File: config.mk
export PLATFORM = sky130hd
export DESIGN_NAME = fifo_wr_ctrl
export DESIGN_NICKNAME = d
export VERILOG_FILES = /design/src/rtl/fifo_wr_ctrl.sv
export SDC_FILE = /design/constraint.sdc
export NUM_CORES = 1
export LEC_CHECK = 0
export CAP_MARGIN = 20
export CORE_AREA = 5 5 48 50
export CTS_CLUSTER_DIAMETER = 30
export DETAILED_ROUTE_END_ITERATION = 8
export DIE_AREA = 0 0 53 55
export PLACE_DENSITY = 0.85
export SLEW_MARGIN = 20
export SYNTH_ARGS = -nofsm -noshare
export SYNTH_HDL_FRONTEND = slang
export SYNTH_SLANG_ARGS = --single-unit
File: constraint.sdc
create_clock -name wr_clk -period 3.4 [get_ports wr_clk]
set_input_delay 0.34 -clock wr_clk [delete_from_list [all_inputs] [get_ports wr_clk]]
set_output_delay 0.34 -clock wr_clk [all_outputs]
set_load 0.03 [all_outputs]
File: src/rtl/fifo_wr_ctrl.sv
// Write-side controller of an asynchronous FIFO: Gray write pointer, registered full flag and write-side occupancy.
// Optional sticky overflow flag is compiled in with `define FIFO_WR_OVERFLOW_EN.
module fifo_wr_ctrl #(
  parameter int  FIFO_DEPTH = 16,
  localparam int AW         = $clog2(FIFO_DEPTH)
) (
  input  logic          wr_clk,
  input  logic          wr_rst,
  input  logic          wr_en,
  input  logic [AW:0]   rd_ptr_gray_sync,
  output logic          mem_we,
  output logic [AW-1:0] wr_addr,
  output logic [AW:0]   wr_ptr_gray,
  output logic          full,
  output logic [AW:0]   wr_level
`ifdef FIFO_WR_OVERFLOW_EN
  ,
  output logic          overflow
`endif
);

  logic [AW:0] wr_bin;
  logic [AW:0] wr_bin_next;
  logic [AW:0] wr_gray_next;
  logic [AW:0] rd_bin_sync;
  logic [AW:0] full_pattern;
  logic        full_next;

  // MSB-down XOR prefix; the loop variable is local so the function stays combinational.
  function automatic logic [AW:0] gray2bin(input logic [AW:0] gray);
    logic [AW:0] bin;
    bin[AW] = gray[AW];
    for (int i = AW - 1; i >= 0; i--) begin
      bin[i] = bin[i+1] ^ gray[i];
    end
    return bin;
  endfunction

  // Writes are blocked during reset so the storage array never sees a stray strobe.
  assign mem_we       = wr_en & ~full & ~wr_rst;
  assign wr_addr      = wr_bin[AW-1:0];
  assign wr_bin_next  = wr_bin + {{AW{1'b0}}, mem_we};
  assign wr_gray_next = wr_bin_next ^ (wr_bin_next >> 1);
  assign rd_bin_sync  = gray2bin(rd_ptr_gray_sync);

  // Full when the write pointer is exactly one lap ahead: top two Gray bits inverted, rest equal.
  assign full_pattern = {~rd_ptr_gray_sync[AW:AW-1], rd_ptr_gray_sync[AW-2:0]};
  assign full_next    = (wr_gray_next == full_pattern);

  // NOTE: sequential state uses non-blocking assignments so every register samples pre-edge values.
  always_ff @(posedge wr_clk) begin
    if (wr_rst) begin
      wr_bin      <= '0;
      wr_ptr_gray <= '0;
      full        <= 1'b0;
      wr_level    <= '0;
    end else begin
      wr_bin      <= wr_bin_next;
      wr_ptr_gray <= wr_gray_next;
      full        <= full_next;
      wr_level    <= wr_bin_next - rd_bin_sync;
    end
  end

`ifdef FIFO_WR_OVERFLOW_EN
  // Sticky: records any write attempt that was refused because the FIFO was full.
  always_ff @(posedge wr_clk) begin
    if (wr_rst) begin
      overflow <= 1'b0;
    end else if (wr_en && full) begin
      overflow <= 1'b1;
    end
  end
`endif

endmodule

# Word-level counts from Yosys, hierarchy flattened
# Index checks and enable logic that the tools add are counted.
# op_classes
n_addsub	2
multipliers	0
div_mod_pow	0
n_lt_le_gt_ge	0
eq_ne	1
n_shift	0
mux	0
bitwise_logic	10
n_reduce_logical	0
# ops
op	n
$add 5x1->5	1
$eq 5x5->1	1
$sub 5x5->5	1
$xor 5x4->5	1
$xor 1x1->1	4
$and 1x1->1	2
$not 1->1	2
$not 2->2	1
# totals
reg_bits	16
latchBits	0
ramBits	0
romBits	0
inputBits	8
output_inout_bits	16
wordCells	17
n_memories	0

# Logic depth before layout (Yosys ltp)
# Gate-level depths: netlist of the first run.
# logic_depth
word_depth	6
mapped_depth	11

# Worst setup path after synthesis of the first run
# Ideal clock, no wire load.
# synth_timing
path_type	register -> register
startpoint	register full
endpoint	register wr_level[4]
setup_ns	0.128
arrival_time_ns	2.844
path_slack_ns	0.428
stages_incl_launch_ff	9
cell_sequence	dfxtp_1 > nor3b_1 > ha_1 > ha_1 > fa_1 > a21o_1 > a21oi_1 > xor2_1 > nor2_1
# synth_between
elab_chain_cells	5
# synth_lines
element	line_no	text
from (decl)	14	output logic full,
from (signal assigned)	60	full <= full_next;
$not 1->1	40	assign mem_we = wr_en & ~full & ~wr_rst;
$and 1x1->1 (2 in series)	40	
net mem_we	11	output logic mem_we,
$add 5x1->5	42	assign wr_bin_next = wr_bin + {{AW{1'b0}}, mem_we};
net wr_bin_next[1]	23	logic [AW:0] wr_bin_next;
$sub 5x5->5	61	wr_level <= wr_bin_next - rd_bin_sync;
to (signal assigned)	61	
to (decl)	15	output logic [AW:0] wr_level
# The timed path passes the listed nets, and every way through them passes these cells.
# A chain may end at the register's enable or synchronous reset.

# Worst setup path after layout of the first run
# layout_timing
startpoint	input port rd_ptr_gray_sync[4]
endpoint	register wr_level[4]
# layout_between
elab_chain_cells	5
# layout_lines
element	line_no	text
from (decl)	10	input logic [AW:0] rd_ptr_gray_sync,
$xor 1x1->1 (4 in series)	34	bin[i] = bin[i+1] ^ gray[i];
$sub 5x5->5 *	61	
# Every way passes the cells marked *; elsewhere a longest branch is shown, timed or not.

==> results of run 1 <==
==> cells by family after synthesis <==
| group | synth area share, % |
|---|---|
| buf+inv | 2.466 |
| flops | 39.47 |
| compound gates | 3.948 |
| fa+ha+maj | 12.50 |
| xor+xnor | 25.33 |
| simple gates | 16.28 |
==> Yosys cell counts (all sizes together) <==
cell type / number / share of area, %
a21boi: 1 / 0.99
a21o: 1 / 0.99
o21ai: 1 / 0.66
nor2: 10 / 4.9
xnor2: 10 / 12
dfxtp: 15 / 39
a21oi: 2 / 1.3
inv: 4 / 2.0
nand3: 2 / 1.3
nor3b: 2 / 2.0
clkbuf: 1 / 0.49
and3: 1 / 0.82
xor2: 6 / 7.9
nor3: 2 / 1.3
or4: 1 / 0.99
nor2b: 4 / 3.3
ha: 6 / 9.9
xnor3: 2 / 5.9
fa: 1 / 2.6
or3: 1 / 0.82
and2: 1 / 0.82
==> critical path, cell delays in order <==
cell and delay, ns:
sky130_fd_sc_hd__clkdlybuf4s50_1 0.44, sky130_fd_sc_hd__xnor2_1 0.27, sky130_fd_sc_hd__xor2_1 0.26, sky130_fd_sc_hd__xor2_1 0.38, sky130_fd_sc_hd__xnor2_1 0.17, sky130_fd_sc_hd__ha_1 0.19, sky130_fd_sc_hd__inv_1 0.06, sky130_fd_sc_hd__fa_1 0.40
sky130_fd_sc_hd__a21o_1 0.19, sky130_fd_sc_hd__a21oi_1 0.19, sky130_fd_sc_hd__xor2_1 0.17, sky130_fd_sc_hd__nor2_1 0.05
==> final timing paths <==
kind                            endpoint                 start
hold reg to reg     wr_bin[3]$_SDFF_PP0_  wr_bin[3]$_SDFF_PP0_
hold / removal      wr_bin[3]$_SDFF_PP0_  wr_bin[3]$_SDFF_PP0_
setup reg to reg  wr_level[4]$_SDFF_PP0_       full$_SDFF_PP0_
setup / recovery  wr_level[4]$_SDFF_PP0_   rd_ptr_gray_sync[4]
==> area by class of cell <==
cell class / instances / area, µm²
clock buffer: 4 / 26.28
fill: 172 / 807.0
inverter: 4 / 15.01
multi-input combinational: 54 / 441.7
sequential: 15 / 300.3
tap: 27 / 33.78
timing repair buffer: 24 / 237.7
==> sequential cells by signal, summed over array words and instances (netlist names) <==
register,cells
wr_level,5
wr_ptr_gray,5
wr_bin,4
full,1
==> per-layer routing <==
metal  GRT usage [%]  wire length, µm  share of wire [%]
met1           13.73              642                 42
met2           20.25              721                 48
met3           4.021              113                7.5
met4           6.383               33                2.2
met5               0                0                  0
==> stage by stage <==
| step | total power [mW] | cells | hold slack (ns) | setup slack [ns] |
|---|---|---|---|---|
| 2_1_floorplan | 0.3003 | 74 | 0.4116 | 0.4280 |
| 3_3_place_gp | 0.3547 | 124 | 0.5679 | 0.2598 |
| 3_5_place_dp | 0.3563 | 124 | 0.5805 | 0.2152 |
| 4_1_cts | 0.4566 | 128 | 0.6024 | 0.4815 |
| 5_1_grt | 0.4817 | 128 | 0.6781 | 0.3399 |
| 6_report | 0.4519 | 128 | 0.5922 | 0.4724 |
==> power by group through the flow <==
stage	Clock (mW)	Combinational, mW	Sequential (mW)
floorplan	0	0.0671	0.233
global placement	0	0.154	0.200
detailed placement	0	0.156	0.200
CTS	0.101	0.158	0.197
global route	0.114	0.169	0.198
finish	0.0988	0.156	0.197
==> out/qor.txt, run 1 <==
===========================================================================
Worst-case headroom to the max-slew limit                            73.64%
Worst EP arrival                                                    3.10 ns
Total of max-cap violations                                               0
Reported net switching power                                      0.1409 mW
Unrepaired setup endpoints after global routing                          no
Vias in the first global route                                          604
Commonest non-fill, non-tap cell in the layout                 sky130_fd_sc_hd__clkdlybuf4s50_1
Required @ worst endpoint                                           3.57 ns
Gr ovfl total                                                             0
Clock power frac                                                      21.9%
Post-route DRC violation count                                            0
Number of nets in the layout                                            117
Run status                                                     finished clean
Detailed-route vias per instance                                      4.539
Power density normalized to cell area                          428.5 mW/mm²
Final instance area                                            0.001055 mm²
Reg-to-reg setup timing slack                                       1.01 ns
Layout-stage area growth over the synthesis result                   38.65%
Total leakage power                                               0.4339 nW
Most frequent cells in the layout                              23 x sky130_fd_sc_hd__clkdlybuf4s50_1, 15 x sky130_fd_sc_hd__dfxtp_1, 10 x sky130_fd_sc_hd__xnor2_1, 10 x sky130_fd_sc_hd__nor2_1, 6 x sky130_fd_sc_hd__ha_1
Initial DRT Pass Iterations                                               4
Reg2reg path depth                                                        9
Post-synthesis net count                                                 89
Cts bufs inserted                                                         3
Cell at the root of the clock tree                             sky130_fd_sc_hd__clkbuf_4
Clock tree from TritonCTS                                              done
DIE AREA                                                       0.002915 mm²
Critical Path Source Type                                      primary input
Routed vias                                                             581
Share of cells above drive strength 1                                4.950%
DPL Wire Length                                                     1190 µm
Hold-fix buffer count after cts                                           0
Total detailed-routing wirelength                                   1511 µm
Antenna violations before repair                                          0
Wire length of the first global-routing pass                        2546 µm
Standard-cell rows                                                       16
Final number of hold-violating endpoints                                  0
Cell Area, Placed                                              0.001028 mm²
Total setup violations reported at the end of the flow                    0
Largest fanout of any net on the critical path                            3
Number of antenna repair diodes                                           0
Cts repair resizes                                                        0
Gate power share                                                      34.6%
Maximum number of pins on one net before global-route repair             16
Average wire per cell in the routed design                         11.80 µm
Core area                                                      0.001862 mm²
Count of H-tree levels built during CTS                                   1
Internal                                                          0.3110 mW
Crit end category                                                 flip-flop
Slew Viols, Final                                                         0
Category of the most critical setup path                          in -> reg
Maximum buffer depth of the clock tree                                    2
YS warnings                                                               0
Post-CTS setup-driven buffer insertion count                              0
Clock transition at the registers of the reported paths             0.08 ns
Register bit total from synthesis                                        15
Sequential share of power                                             43.6%
Die height                                                            55 µm
Final period demand of the worst path                              2.928 ns
DRT iter0 DRCs                                                            9
Buffers added on ports                                                   23
Skew final                                                      0.003384 ns
Total routing resource utilization after global routing              12.10%
Accumulated negative setup slack                                       0 ns
Period utilization                                                   86.11%
Count of different cell masters after synthesis                          22
Highest Clock Rate                                                341.6 MHz
Worst-skew pair later-pin latency                                   0.28 ns
Share of the core filled with cells                                  56.65%
Post-Syn Area per Cell                                            10.28 µm²
Gp weighted congestion                                               0.8009
ANT nets after route                                                      0
Fraction of power spent switching nets                               31.18%
I/O pins                                                                 24
Post-Syn Instances                                                       74
Clk sinks                                                                15
Sequential fraction of the synthesis area                            39.47%
Worst hold path depth                                                     2
Starting utilization of the core area                                40.86%
Slew at the pin closest to its max-slew limit                     0.3941 ns
HP Class                                                         reg -> reg
Netlist area before placement                                     760.7 µm²
Die extent in x                                                       53 µm
Maximum resistive drop on vdd                                     0.2929 mV
===========================================================================
Power figures use the tool's default switching activity.
==> run 2: changes to the inputs <==
Settings changed: CTS_CLUSTER_DIAMETER 30 to 100, SKIP_CTS_REPAIR_TIMING set to 1.
==> results of run 2 <==
Final layout, timing and power as in run 1 (identical DEF).
